`src/rtl/pipeline_sequencer_pkg.sv`:
```
// Shared definitions for the pipeline sequencer: state encodings, special
// instruction words and register-field helpers.
package pipeline_sequencer_pkg;

    localparam int unsigned INSTR_W     = 32;
    localparam int unsigned REG_ADDR_W  = 5;
    localparam int unsigned DRAIN_CNT_W = 4;

    typedef enum logic [1:0] {
        RUN    = 2'd0,
        DRAIN  = 2'd1,
        HALTED = 2'd2
    } seqState_t;

    localparam logic [INSTR_W-1:0] HALT_INSTR = 32'hFFFF_FFFF;
    localparam logic [INSTR_W-1:0] NOP        = 32'h0000_0000;

    function automatic logic [REG_ADDR_W-1:0] rsOf(input logic [INSTR_W-1:0] instr);
        return instr[25:21];
    endfunction

    function automatic logic [REG_ADDR_W-1:0] rtOf(input logic [INSTR_W-1:0] instr);
        return instr[20:16];
    endfunction

endpackage

```
`src/rtl/pipeline_sequencer_hazard_detect.sv`:
```
// Load-use hazard detection: a load in execute whose destination is a
// source of the instruction in decode.
module hazard_detect
    import pipeline_sequencer_pkg::*;
(
    input  logic [REG_ADDR_W-1:0] rsD,
    input  logic [REG_ADDR_W-1:0] rtD,
    input  logic                  mem_to_reg_writeE,
    input  logic [REG_ADDR_W-1:0] write_reg_addrE,
    output logic                  loadUse_c
);

    // Register 0 is hardwired, so a load targeting it never creates a hazard.
    always_comb begin
        loadUse_c = mem_to_reg_writeE
                    && (write_reg_addrE != '0)
                    && ((write_reg_addrE == rsD) || (write_reg_addrE == rtD));
    end

endmodule

```
`src/rtl/pipeline_sequencer.sv`:
```
// Pipeline control sequencer: branch/load-use handling, halt-and-drain FSM,
// and cycle/stall counters, all clocked on the falling edge.
module pipeline_sequencer
    import pipeline_sequencer_pkg::seqState_t, pipeline_sequencer_pkg::RUN,
           pipeline_sequencer_pkg::DRAIN, pipeline_sequencer_pkg::HALTED,
           pipeline_sequencer_pkg::INSTR_W, pipeline_sequencer_pkg::REG_ADDR_W,
           pipeline_sequencer_pkg::DRAIN_CNT_W, pipeline_sequencer_pkg::rsOf,
           pipeline_sequencer_pkg::rtOf;
#(
    parameter logic [31:0] HALT_INSTR   = pipeline_sequencer_pkg::HALT_INSTR,
    parameter int unsigned DRAIN_CYCLES = 4
) (
    input  logic                  clk,
    input  logic                  rst,
    input  logic [INSTR_W-1:0]    instrD,
    input  logic                  mem_to_reg_writeE,
    input  logic [REG_ADDR_W-1:0] write_reg_addrE,
    input  logic                  branch_takenE,
    output logic                  stallF,
    output logic                  stallD,
    output logic                  flushD,
    output logic                  flushE,
    output logic                  pc_selF,
    output logic                  halted,
    output logic [31:0]           cycle_count,
    output logic [15:0]           stall_count
);

    localparam logic [DRAIN_CNT_W-1:0] DRAIN_INIT = DRAIN_CNT_W'(DRAIN_CYCLES - 1);

    seqState_t              state;
    seqState_t              stateNext;
    logic [DRAIN_CNT_W-1:0] drainCnt;
    logic [DRAIN_CNT_W-1:0] drainCntNext;
    logic                   stallInc;
    logic                   loadUse;

    hazard_detect uHazard (
        .rsD               (rsOf(instrD)),
        .rtD               (rtOf(instrD)),
        .mem_to_reg_writeE (mem_to_reg_writeE),
        .write_reg_addrE   (write_reg_addrE),
        .loadUse_c         (loadUse)
    );

    always_ff @(negedge clk or posedge rst) begin
        if (rst) begin
            state    <= RUN;
            drainCnt <= '0;
        end else begin
            state    <= stateNext;
            drainCnt <= drainCntNext;
        end
    end

    // Next state and pipeline controls; HALTED drives constants so its outputs never see the inputs.
    always_comb begin
        stateNext    = state;
        drainCntNext = drainCnt;
        stallInc     = 1'b0;
        stallF       = 1'b0;
        stallD       = 1'b0;
        flushD       = 1'b0;
        flushE       = 1'b0;
        pc_selF      = 1'b0;
        halted       = 1'b0;
        case (state)
            RUN: begin
                if (branch_takenE) begin
                    pc_selF = 1'b1;
                    flushD  = 1'b1;
                    flushE  = 1'b1;
                end else if (loadUse) begin
                    stallF   = 1'b1;
                    stallD   = 1'b1;
                    flushE   = 1'b1;
                    stallInc = 1'b1;
                end else if (instrD == HALT_INSTR) begin
                    stallF       = 1'b1;
                    flushD       = 1'b1;
                    stateNext    = DRAIN;
                    drainCntNext = DRAIN_INIT;
                end
            end
            DRAIN: begin
                stallF = 1'b1;
                flushD = 1'b1;
                // The halt edge already counted as the first drain edge.
                if (drainCnt <= DRAIN_CNT_W'(1)) begin
                    stateNext    = HALTED;
                    drainCntNext = '0;
                end else begin
                    drainCntNext = drainCnt - DRAIN_CNT_W'(1);
                end
            end
            HALTED: begin
                stallF = 1'b1;
                stallD = 1'b1;
                flushD = 1'b1;
                flushE = 1'b1;
                halted = 1'b1;
            end
            default: begin
                stateNext    = RUN;
                drainCntNext = '0;
            end
        endcase
        if (rst) begin
            stallF  = 1'b0;
            stallD  = 1'b0;
            flushD  = 1'b0;
            flushE  = 1'b0;
            pc_selF = 1'b0;
            halted  = 1'b0;
        end
    end

    // Saturating counters; cycle_count freezes once the pipeline is halted.
    always_ff @(negedge clk or posedge rst) begin
        if (rst) begin
            cycle_count <= '0;
            stall_count <= '0;
        end else begin
            if ((state != HALTED) && (cycle_count != '1)) begin
                cycle_count <= cycle_count + 32'd1;
            end
            if (stallInc && (stall_count != '1)) begin
                stall_count <= stall_count + 16'd1;
            end
        end
    end

endmodule

```
`config.mk`:
```
export PLATFORM = sky130hd
export DESIGN_NAME = pipeline_sequencer
export DESIGN_NICKNAME = d
export VERILOG_FILES = /design/src/rtl/pipeline_sequencer_pkg.sv /design/src/rtl/pipeline_sequencer_hazard_detect.sv /design/src/rtl/pipeline_sequencer.sv
export SDC_FILE = /design/constraint.sdc
export NUM_CORES = 1
export LEC_CHECK = 0
export CAP_MARGIN = 20
export CORE_AREA = 2 2 111 113
export CTS_CLUSTER_SIZE = 28
export DETAILED_ROUTE_END_ITERATION = 10
export DIE_AREA = 0 0 113 115
export GPL_TIMING_DRIVEN = 0
export PLACE_DENSITY = 0.51
export SLEW_MARGIN = 20
export SYNTH_ARGS = -nofsm -noshare
export SYNTH_HDL_FRONTEND = slang
export SYNTH_SLANG_ARGS = --single-unit
```
`constraint.sdc`:
```
create_clock -name clk -period 2.96 [get_ports clk]
set_clock_uncertainty 0.05 [all_clocks]
set_input_delay 0.592 -clock clk [delete_from_list [all_inputs] [get_ports clk]]
set_output_delay 0.592 -clock clk [all_outputs]
set_load 0.05 [all_outputs]
```
## Yosys cells after proc, flatten, opt, wreduce, memory -nomap -nowiden

Cells that the tools add are included.

| storage, ports and cells | value |
|---|---|
| input port bits | 41 |
| logic and storage cells | 63 |
| register bits | 54 |
| output and inout bits | 54 |

| cells by class | value |
|---|---|
| reduce and logical (&&, ||, !) cells | 10 |
| order comparisons | 1 |
| equality and inequality tests | 12 |
| $add $sub $neg | 3 |
| mux-type cells | 32 |
| bitwise logic cells | 1 |

Operators with widths:

| kind | number |
|---|---|
| $add A32 B1 Y32 const B | 1 |
| $eq A32 B32 Y1 const B | 1 |
| $ne A32 B32 Y1 const B | 1 |
| $mux W1 | 18 |
| $add A16 B1 Y16 const B | 1 |
| $mux W4 | 4 |
| $ne A16 B16 Y1 const B | 1 |
| $pmux W4 S3 | 1 |
| $eq A5 B5 Y1 | 2 |
| $ne A2 B2 Y1 const B | 5 |
| $mux W2 | 4 |
| $pmux W1 S2 | 4 |
| $pmux W2 S3 | 1 |
| $reduce_and A5 Y1 | 1 |
| $reduce_bool A5 Y1 | 1 |
| $le A4 B1 Y1 const B | 1 |
| $logic_and A1 B1 Y1 | 4 |
| $reduce_and A4 Y1 | 1 |
| $sub A4 B1 Y4 const B | 1 |
| $eq A2 B1 Y1 const B | 1 |
| $eq A2 B2 Y1 const B | 1 |
| $logic_not A2 Y1 | 1 |
| $reduce_or A2 Y1 | 1 |
| $logic_or A1 B1 Y1 | 1 |
| $not A1 Y1 | 1 |

## Logic depth before layout (Yosys ltp)

Gate-level depths: netlist of run 1.

| depth | value |
|---|---|
| word-level depth | 7 |
| mapped depth | 8 |
| depth with buffers taken out | 7 |

## Modules after synthesis

From an unflattened synthesis of run 1, not the netlist that was laid out.

| unflattened totals | value |
|---|---|
| cell total of the unflattened synthesis | 295 |
| area, all modules | 2867.8 um^2 |

Modules (own cells, without submodules):

| module | area an instance (um^2) | instances | cells an instance | seq. area each (um^2) |
|---|---|---|---|---|
| pipeline_sequencer | 2742.6 | 1 | 278 | 1351.3 |
| hazard_detect | 125.1 | 1 | 17 | 0.0 |

==> reports/results.ini, run 1 <==
[place]
place_congestion = 0.758
hpwl_um = 5870
dp_slack_ps = -1300
place_area_mm2 = 0.00426
dp.cells = 538
io_buffer_count = 94

[clocking]
numClockSinks = 54
cts_tree = built
path_clk_slew_ps = 50
cts_max_path_buffers = 2
cts_made_buffers = 5
h-tree-depth = 2
clock_latency_ps = 310
cts-root-buf = clkbuf_16

[finish]
drive_gt1_frac = 0.528
final_nets = 555
diodes = 0
final_cell_area_mm2 = 0.00566
syn2layout_area_growth_pct = 94.4
fillers = 1093
final_util = 0.479
fin_cells = 653

[setup_path]
crit_required_ps = 2320
reg2reg_depth = 20
crit_type = flop to primary output
critPathCaptureType = primary output
crit_fanout = 3
reg2reg_to = drainCnt[3]
timing.rr.start = state[1]
startpoint = state[1]
r2r_slack_ps = -260
crit_path_end = stallF
worstPathArrival_ps = 3140
crit_path_start_kind = flop

[power_and_ir_drop]
power_leakage_nw = 2.72
power.total_mw = 1.87
power_density_mw_per_mm2 = 331
max-vdd-ir-drop_mv = 0.240

[status]
outcome = finished, violations left
violations = design-rule violations, negative setup slack

[floorplan]
core-area_mm2 = 0.0118
fp.dieArea_mm2 = 0.0130
start_util = 0.247
fp-row-count = 40
die_h_um = 115
pin_count = 95
die_w_um = 113

[routing]
viasPerCell = 4.68
wl_um = 9450
wl_per_cell_um = 14.5
dr.pass1.iters = 7
drtAntennaViolNets = 0
route.detailed.drc = 3
vias = 3054
first_iter_violations = 94

[synth]
synthFlopType = dfrtn_1
synth_simple_gate_area_frac = 0.246
synthCells = 295
synthArstFlopShare = 1.00
muxShareOfSynthArea = 0.00774
synth_fa_ha_area_frac = 0.0344
synth_cell_types = 39
synth_seq_area_share = 0.464
ys.warnings.count = 0
yosys.area.top_type_share = 0.464
synth_edf_count = 0
synth_top_family_by_area = simple AND/OR/NAND/NOR gates
syn_area_mm2 = 0.00291
synth.area.top_cells = dfrtn_1 (46%), xnor2_1 (10%), xor2_1 (6.6%), nand4_1 (4.7%), nand2_1 (3.6%)
synth_compound_area_frac = 0.0606
synth_largest_area_cell = dfrtn_1
synth-xor-area-share = 0.168
syn_avg_cell_area_um2 = 9.87
ys_ff_latch = 54
synthesis.nets = 344

[worst_hold_path]
hold_path_class = flop to flop

[sta]
rsz0062_at_grt = yes
finalSetupViolCount = 76
whs_ps = 401
setup_ws_ps = -826
final-hold-violation-count = 0
tightest_slew_ps = 525
relSlewSlack = 0.649
timing.setup.tns_ps = -15960
drv_slew = 0

[global_route]
grt_pass1_vias = 3093
grt_overflow_total = 0
track_usage = 0.143
grt_antenna_before_repair = 0
grt_pass1_wl_um = 15100
grt_max_degree = 23

[run]
maxCapViolCount = 0

## layout by cell type, fill, tap and decap left out, drive strengths merged, types with 7 or more instances in the layout
cell           n
and3           9
xnor2         34
inv           11
ha             8
nor2          28
dfrtn         54
nand3         19
nor3          13
xor2          22
nand2         28
dlygate4sd2   22
clkbuf         7
buf          180
nand4         24
## layer usage
metal  track usage  up-vias  routed length [µm]  share of wire
met3        0.0416       19                 648          0.069
met5             0        -                   0              0
met1         0.172     1476                3880           0.41
li1              -     1468                   -              -
met2         0.250       91                4730           0.50
met4        0.0463        0                 192          0.020
## cells in the mapped netlist (2+ instances only)
master / instances
or2_2: 2
nor4_1: 5
inv_1: 12
nand2_1: 28
nor2b_1: 2
ha_1: 8
nor3_1: 13
dfrtn_1: 54
mux2_2: 2
nand3_1: 19
nor2_1: 27
and3_1: 9
xnor2_1: 34
o211ai_1: 2
xor2_1: 22
a21oi_1: 6
o21ai_0: 2
o22a_1: 2
nand4_1: 22
or4_1: 2
nand4_2: 2
or4_4: 2
a21boi_0: 2
## repair_timing
item / in CTS / in global routing
setup endpoints to repair: 76 / 121
setup buffers: 87 / 24
gates resized for setup: 534 / 31
hold buffers: 0 / 0
pin swaps: 55 / 26
cloned: 1 / 0
## power breakdown
group | total, mW | switching (mW) | internal (mW)
logic | 0.497 | 0.270 | 0.227
registers | 0.793 | 0.0232 | 0.770
clock network | 0.583 | 0.272 | 0.310
total | 1.87 | 0.565 | 1.31
## cell families (layout without fill, tap and decap cells)
group	count (synthesis)	after routing
AOI/OAI and AO/OA	23	23
xor gates and xnor gates	56	56
adders and majority gates	8	8
buffers and inverters	14	225
DFF	54	54
muxes	2	2
and+or+nand+nor	138	138
## sequential cells by signal, indices dropped and copies added, names as in the netlist
signal	flops
cycle_count	32
drainCnt	4
stall_count	16
state	2
## worst max-delay path, cell delays in order, from the launching register on
cell and delay (ps):
dfrtn_1 480, inv_2 80, ha_4 170, nor2b_4 130, a21boi_2 160, o21a_4 190
buf_8 140
## worst min-delay path by stage
| stage | startpoint | end | slack [ps] | cells past startpoint |
|---|---|---|---|---|
| CTS | stall_count[13] | stall_count[13] | 410 | 1 |
| finish | stall_count[13] | stall_count[13] | 400 | 1 |
| global placement | cycle_count[15] | cycle_count[15] | 380 | 1 |
| detailed placement | stall_count[4] | stall_count[4] | 400 | 1 |
| global route | stall_count[13] | stall_count[13] | 420 | 1 |
| floorplan | drainCnt[3] | drainCnt[3] | 420 | 1 |
## area by class of cell
type	instances	area, µm²	share of cell area
Sequential cell	54	1350	0.239
Multi-Input combinational cell	227	2000	0.353
Clock buffer	6	129	0.0228
Clock inverter	1	7.51	0.00133
Timing Repair Buffer	204	1890	0.334
Tap cell	147	184	0.0325
Buffer	2	40.0	0.00707
Inverter	12	58.8	0.0104
(Power assumes the default switching activity.)
==> inputs of run 2 (changes only) <==
--- a/config.mk
+++ b/config.mk
@@ -6,12 +6,13 @@
 export NUM_CORES = 1
 export LEC_CHECK = 0
 export CAP_MARGIN = 20
+export CELL_PAD_IN_SITES_DETAIL_PLACEMENT = 2
+export CELL_PAD_IN_SITES_GLOBAL_PLACEMENT = 2
 export CORE_AREA = 2 2 111 113
 export CTS_CLUSTER_SIZE = 28
 export DETAILED_ROUTE_END_ITERATION = 10
 export DIE_AREA = 0 0 113 115
-export GPL_TIMING_DRIVEN = 0
-export PLACE_DENSITY = 0.51
+export PLACE_DENSITY = 0.76
 export SLEW_MARGIN = 20
 export SYNTH_ARGS = -nofsm -noshare
 export SYNTH_HDL_FRONTEND = slang
==> run 2 against run 1 <==
  * The flow still finishes with violations (design-rule violations, negative setup slack)
  * Sequential share of layout area fell by 2.6 points
  * Final area grew 12%
  * Critical endpoint unchanged
  * Register-to-register slack better by 110 ps
  * Largest power group unchanged
  * First-iteration DRC count up 30%
==> reports/results.ini, run 2 (synthesis gave the netlist of run 1 again) <==
[finish]
drive_gt1_frac = 0.544  ; +0.0159
diodes = 0  ; unchanged
largest_reg_flops = 32  ; unchanged
fin_cells = 675  ; +3.4%
final_nets = 576  ; +3.8%
syn2layout_area_growth_pct = 118
mostFrequentLayoutCells = buf_4 (110), buf_12 (59), dfrtn_1 (54)
biggestRegsByFlops = cycle_count x32, stall_count x16, drainCnt x4
final_util = 0.538  ; +0.0593
final_common_cell = buf_4
final_cell_area_mm2 = 0.00636  ; +12%
regMostFlops = cycle_count

[setup_path]
crit_fanout = 3  ; unchanged
crit_path_start_kind = flop
worstPathArrival_ps = 3240  ; +100 ps
crit_required_ps = 2320  ; about the same
crit_type = flop to primary output
critPathCaptureType = primary output

[sta]
rsz0062_at_grt = yes
whs_ps = 474  ; +73.0 ps
relSlewSlack = 0.249  ; -0.400
setup_ws_ps = -919  ; -93.4 ps
drv_slew = 0  ; unchanged
timing.setup.tns_ps = -22110  ; -6150 ps
tightest_slew_ps = 1120  ; +592 ps
finalSetupViolCount = 76  ; unchanged
final-hold-violation-count = 0  ; unchanged

[global_route]
grt_overflow_total = 0  ; unchanged
grt_max_degree = 23  ; unchanged
track_usage = 0.222  ; +0.0787
grt_pass1_wl_um = 21800  ; +45%
grt_pass1_vias = 3727  ; +20%
grt_antenna_before_repair = 0  ; unchanged

[floorplan]
fp.dieArea_mm2 = 0.0130  ; unchanged
die_h_um = 115  ; unchanged
pin_count = 95  ; unchanged
core-area_mm2 = 0.0118  ; unchanged
fp-row-count = 40  ; unchanged
start_util = 0.247  ; unchanged
die_w_um = 113  ; unchanged

[routing]
drtAntennaViolNets = 0  ; unchanged
wl_per_cell_um = 24.9  ; +72%
dr.pass1.iters = 7  ; unchanged
wl_um = 16800  ; +78%
vias = 3399  ; +11%
first_iter_violations = 122  ; +30%
route.detailed.drc = 5  ; +2
viasPerCell = 5.04  ; +7.7%

[place]
dp.cells = 578  ; +7.4%
place_congestion = 0.750  ; -1.0%
hpwl_um = 8120  ; +38%
io_buffer_count = 94  ; unchanged
place_area_mm2 = 0.00507  ; +19%

[clocking]
path_clk_slew_ps = 50  ; about the same
clock_latency_ps = 320  ; about the same
numClockSinks = 54  ; unchanged
cts_tree = built
h-tree-depth = 2  ; unchanged
cts-root-buf = clkbuf_16
cts_max_path_buffers = 2  ; unchanged
ctsHoldBuffers = 0  ; unchanged
cts_made_buffers = 5  ; unchanged

[status]
outcome = finished, violations left
violations = design-rule violations, negative setup slack

[power_and_ir_drop]
max-vdd-ir-drop_mv = 0.254  ; +5.8%
power_leakage_nw = 2.96  ; +8.8%
power_density_mw_per_mm2 = 331  ; -0.12%

[run]
maxCapViolCount = 0  ; unchanged

[worst_hold_path]
hold_path_class = flop to flop

-- run 2: changes by cell type in the layout (fill, tap and decap cells not counted), moves of 7 or more --
cell	previous run	this run
buf_4	97	110
dlygate4sd2_1	22	15
buf_6	64	19
clkdlybuf4s15_1	1	8
buf_12	1	59
-- run 2: cell type report --
class                   instances  area [µm²]
well taps                     147         184
repair buffers                226        2560
multi-input cells             228        2060
inverters                      12        58.8
fillers                      1176        5450
clock buffers                   6         139
flip-flops and latches         54        1350
clock inverters                 2        12.5
-- run 2: routing by layer --
layer / vias up / wire length (µm) / GRT usage
li1: 1499 / - / -
met1: 1705 / 5560 / 0.216
met2: 144 / 9650 / 0.446
met3: 51 / 593 / 0.0448
met4: 0 / 1010 / 0.104
met5: - / 0 / 0
-- run 2: final timing paths --
check / startpoint / endpoint / slack (ps) / cells after the start
max: state[0] / stallF / -920 / 7
min: drainCnt[1] / drainCnt[1] / 470 / 2
max reg2reg: stall_count[2] / stall_count[9] / -150 / 9
min reg2reg: drainCnt[1] / drainCnt[1] / 470 / 2
max in group asynchronous: rst / cycle_count[12] / 510 / 3
min in group asynchronous: rst / cycle_count[5] / 2160 / 3
-- run 2: critical path, cell delays in order (launching register included) --
cell and delay (ps):
dfrtn_1 440, inv_2 70, ha_4 160, nor2b_4 130, buf_6 140, a21boi_4 140
o21a_4 200, buf_12 140
-- run 2: what timing repair did --
action                     in CTS  in global routing
pin swaps                      50                 32
buffers inserted               51                 45
setup endpoints to repair      76                 76
cloned                          1                  0
gates resized for setup       168                 29
-- run 2: stage by stage --
stage	setup WS [ps]	total power, mW
2_1_floorplan	-527	1.01
3_3_place_gp	-1100	1.28
3_5_place_dp	-1250	1.30
4_1_cts	-847	1.99
5_1_grt	-974	2.16
6_report	-919	2.10
-- run 2: power by group --
part	switching, mW	internal, mW	total (mW)	leakage [nW]
Sequential	0.0411	0.769	0.811	0.707
Clock	0.299	0.337	0.636	0.0729
Combinational	0.349	0.306	0.655	2.18
Total	0.690	1.41	2.10	2.96
==> edit, RTL diff (flow settings as in run 1) <==
`INSTR_W`: 32 -> 48.
--- a/src/rtl/pipeline_sequencer_pkg.sv
+++ b/src/rtl/pipeline_sequencer_pkg.sv
@@ -4,3 +4,3 @@
 
-    localparam int unsigned INSTR_W     = 32;
+    localparam int unsigned INSTR_W     = 48;
     localparam int unsigned REG_ADDR_W  = 5;
Interface: changed (resized instrD); port bits go from 95 to 111. The function was not compared with the original's and may differ.
==> edit against run 1 <==
The flow still finishes with violations (DRC, setup timing). Count of clock-buffer cells in the layout down 1. Global-route usage up 1.2 points. Design area up 4.2%. Sequential cell count unchanged. Wire length up 6.6%. Total power up 11%. First-iteration DRC count up 62%. Synthesized area up 6.6%. Setup slack worse by 110 ps. Largest cell class unchanged. Largest power group unchanged.
==> edit: results (changes against run 1) <==
run_status: "complete, but fails checks"
violated_checks: "DRC, setup timing"
leading_cell_types_by_count_after_synthesis: "dfrtn_1 (54), xnor2_1 (36), nand3_1 (27)"
slowest_delay_ps: 390  # -90 ps
fin_cells: 686  # +5.1%
timing.final.setup_violations: 76  # unchanged
syn_nets: 384  # +12%
multi_input_area_share_pct: 36.88  # +1.6 points
met2RoutedLength_um: 5170  # +9.3%
inv_count: 14  # +2
place.detailed.instances: 577  # +7.2%
drc_errors: 3  # unchanged
setup_slack_ps: -930.8  # -105.2 ps
grt_util_met1_pct: 20.02  # +2.9 points
layout.buffer.nonclock.area_share_pct: 33.23  # -0.91 points
postCtsSetupBuffers: 82  # -5.7%
timing.hold.worst_path_depth: 2  # +1
detailroute.wirelength.met3_um: 337  # -48%
numPortBuffers: 110  # +17%
detailed_route_wire_length_um: 10080  # +6.6%
drt_iter0_markers: 152  # +62%
tightest_slew_ps: 1068  # +542.7 ps
worst_reg2reg_endpoint: "cycle_count[21]"
min-delay-start: "cycle_count[24]"
synthMuxAreaShare_pct: 1.089  # +0.32 points
layout-drive-gt1-share_pct: 51.95  # -0.82 points
gr_met3_demand_resource_pct: 2.583  # -1.6 points
r2r_cells: 10  # -50%
synth_xor_area_share_pct: 14.68  # -2.2 points
fillerInstances: 1088  # -0.46%
place_worst_setup_slack_ps: -1385  # -81.68 ps
route.detailed.vias_per_inst: 4.724  # +1.0%
count_of_nets_after_finishing: 603  # +8.6%
yosysSeqAreaShare_pct: 43.55  # -2.9 points
==> edit: cell count changes in the layout (fill, tap and decap cells not counted), sizes merged, moves of 4 or more <==
cell           change
nand2              -7
clkdlybuf4s15     +12
nor3b              +4
clkbuf             +8
nand3              +8
a211oi             +4
xor2               -6
dlygate4sd2       -12
nor4               +4
==> edit: cell families (layout without fill, tap and decap cells) <==
| kind of cell | Yosys count | count (layout) |
|---|---|---|
| multiplexers | 3 | 3 |
| buffers and inverters | 18 | 238 |
| adder cells (fa/ha/maj) | 8 | 8 |
| AND/OR/NAND/NOR | 149 | 149 |
| flip-flops | 54 | 54 |
| AO/OA/AOI/OAI | 35 | 35 |
| XOR/XNOR | 52 | 52 |
==> edit: worst max-delay path, delay by kind of cell, from the launching register on <==
kind,cells,cell delay [ps]
flops,1,390
fa+ha+maj,1,150
compound gates,1,260
buf+inv,3,410
simple gates,2,250
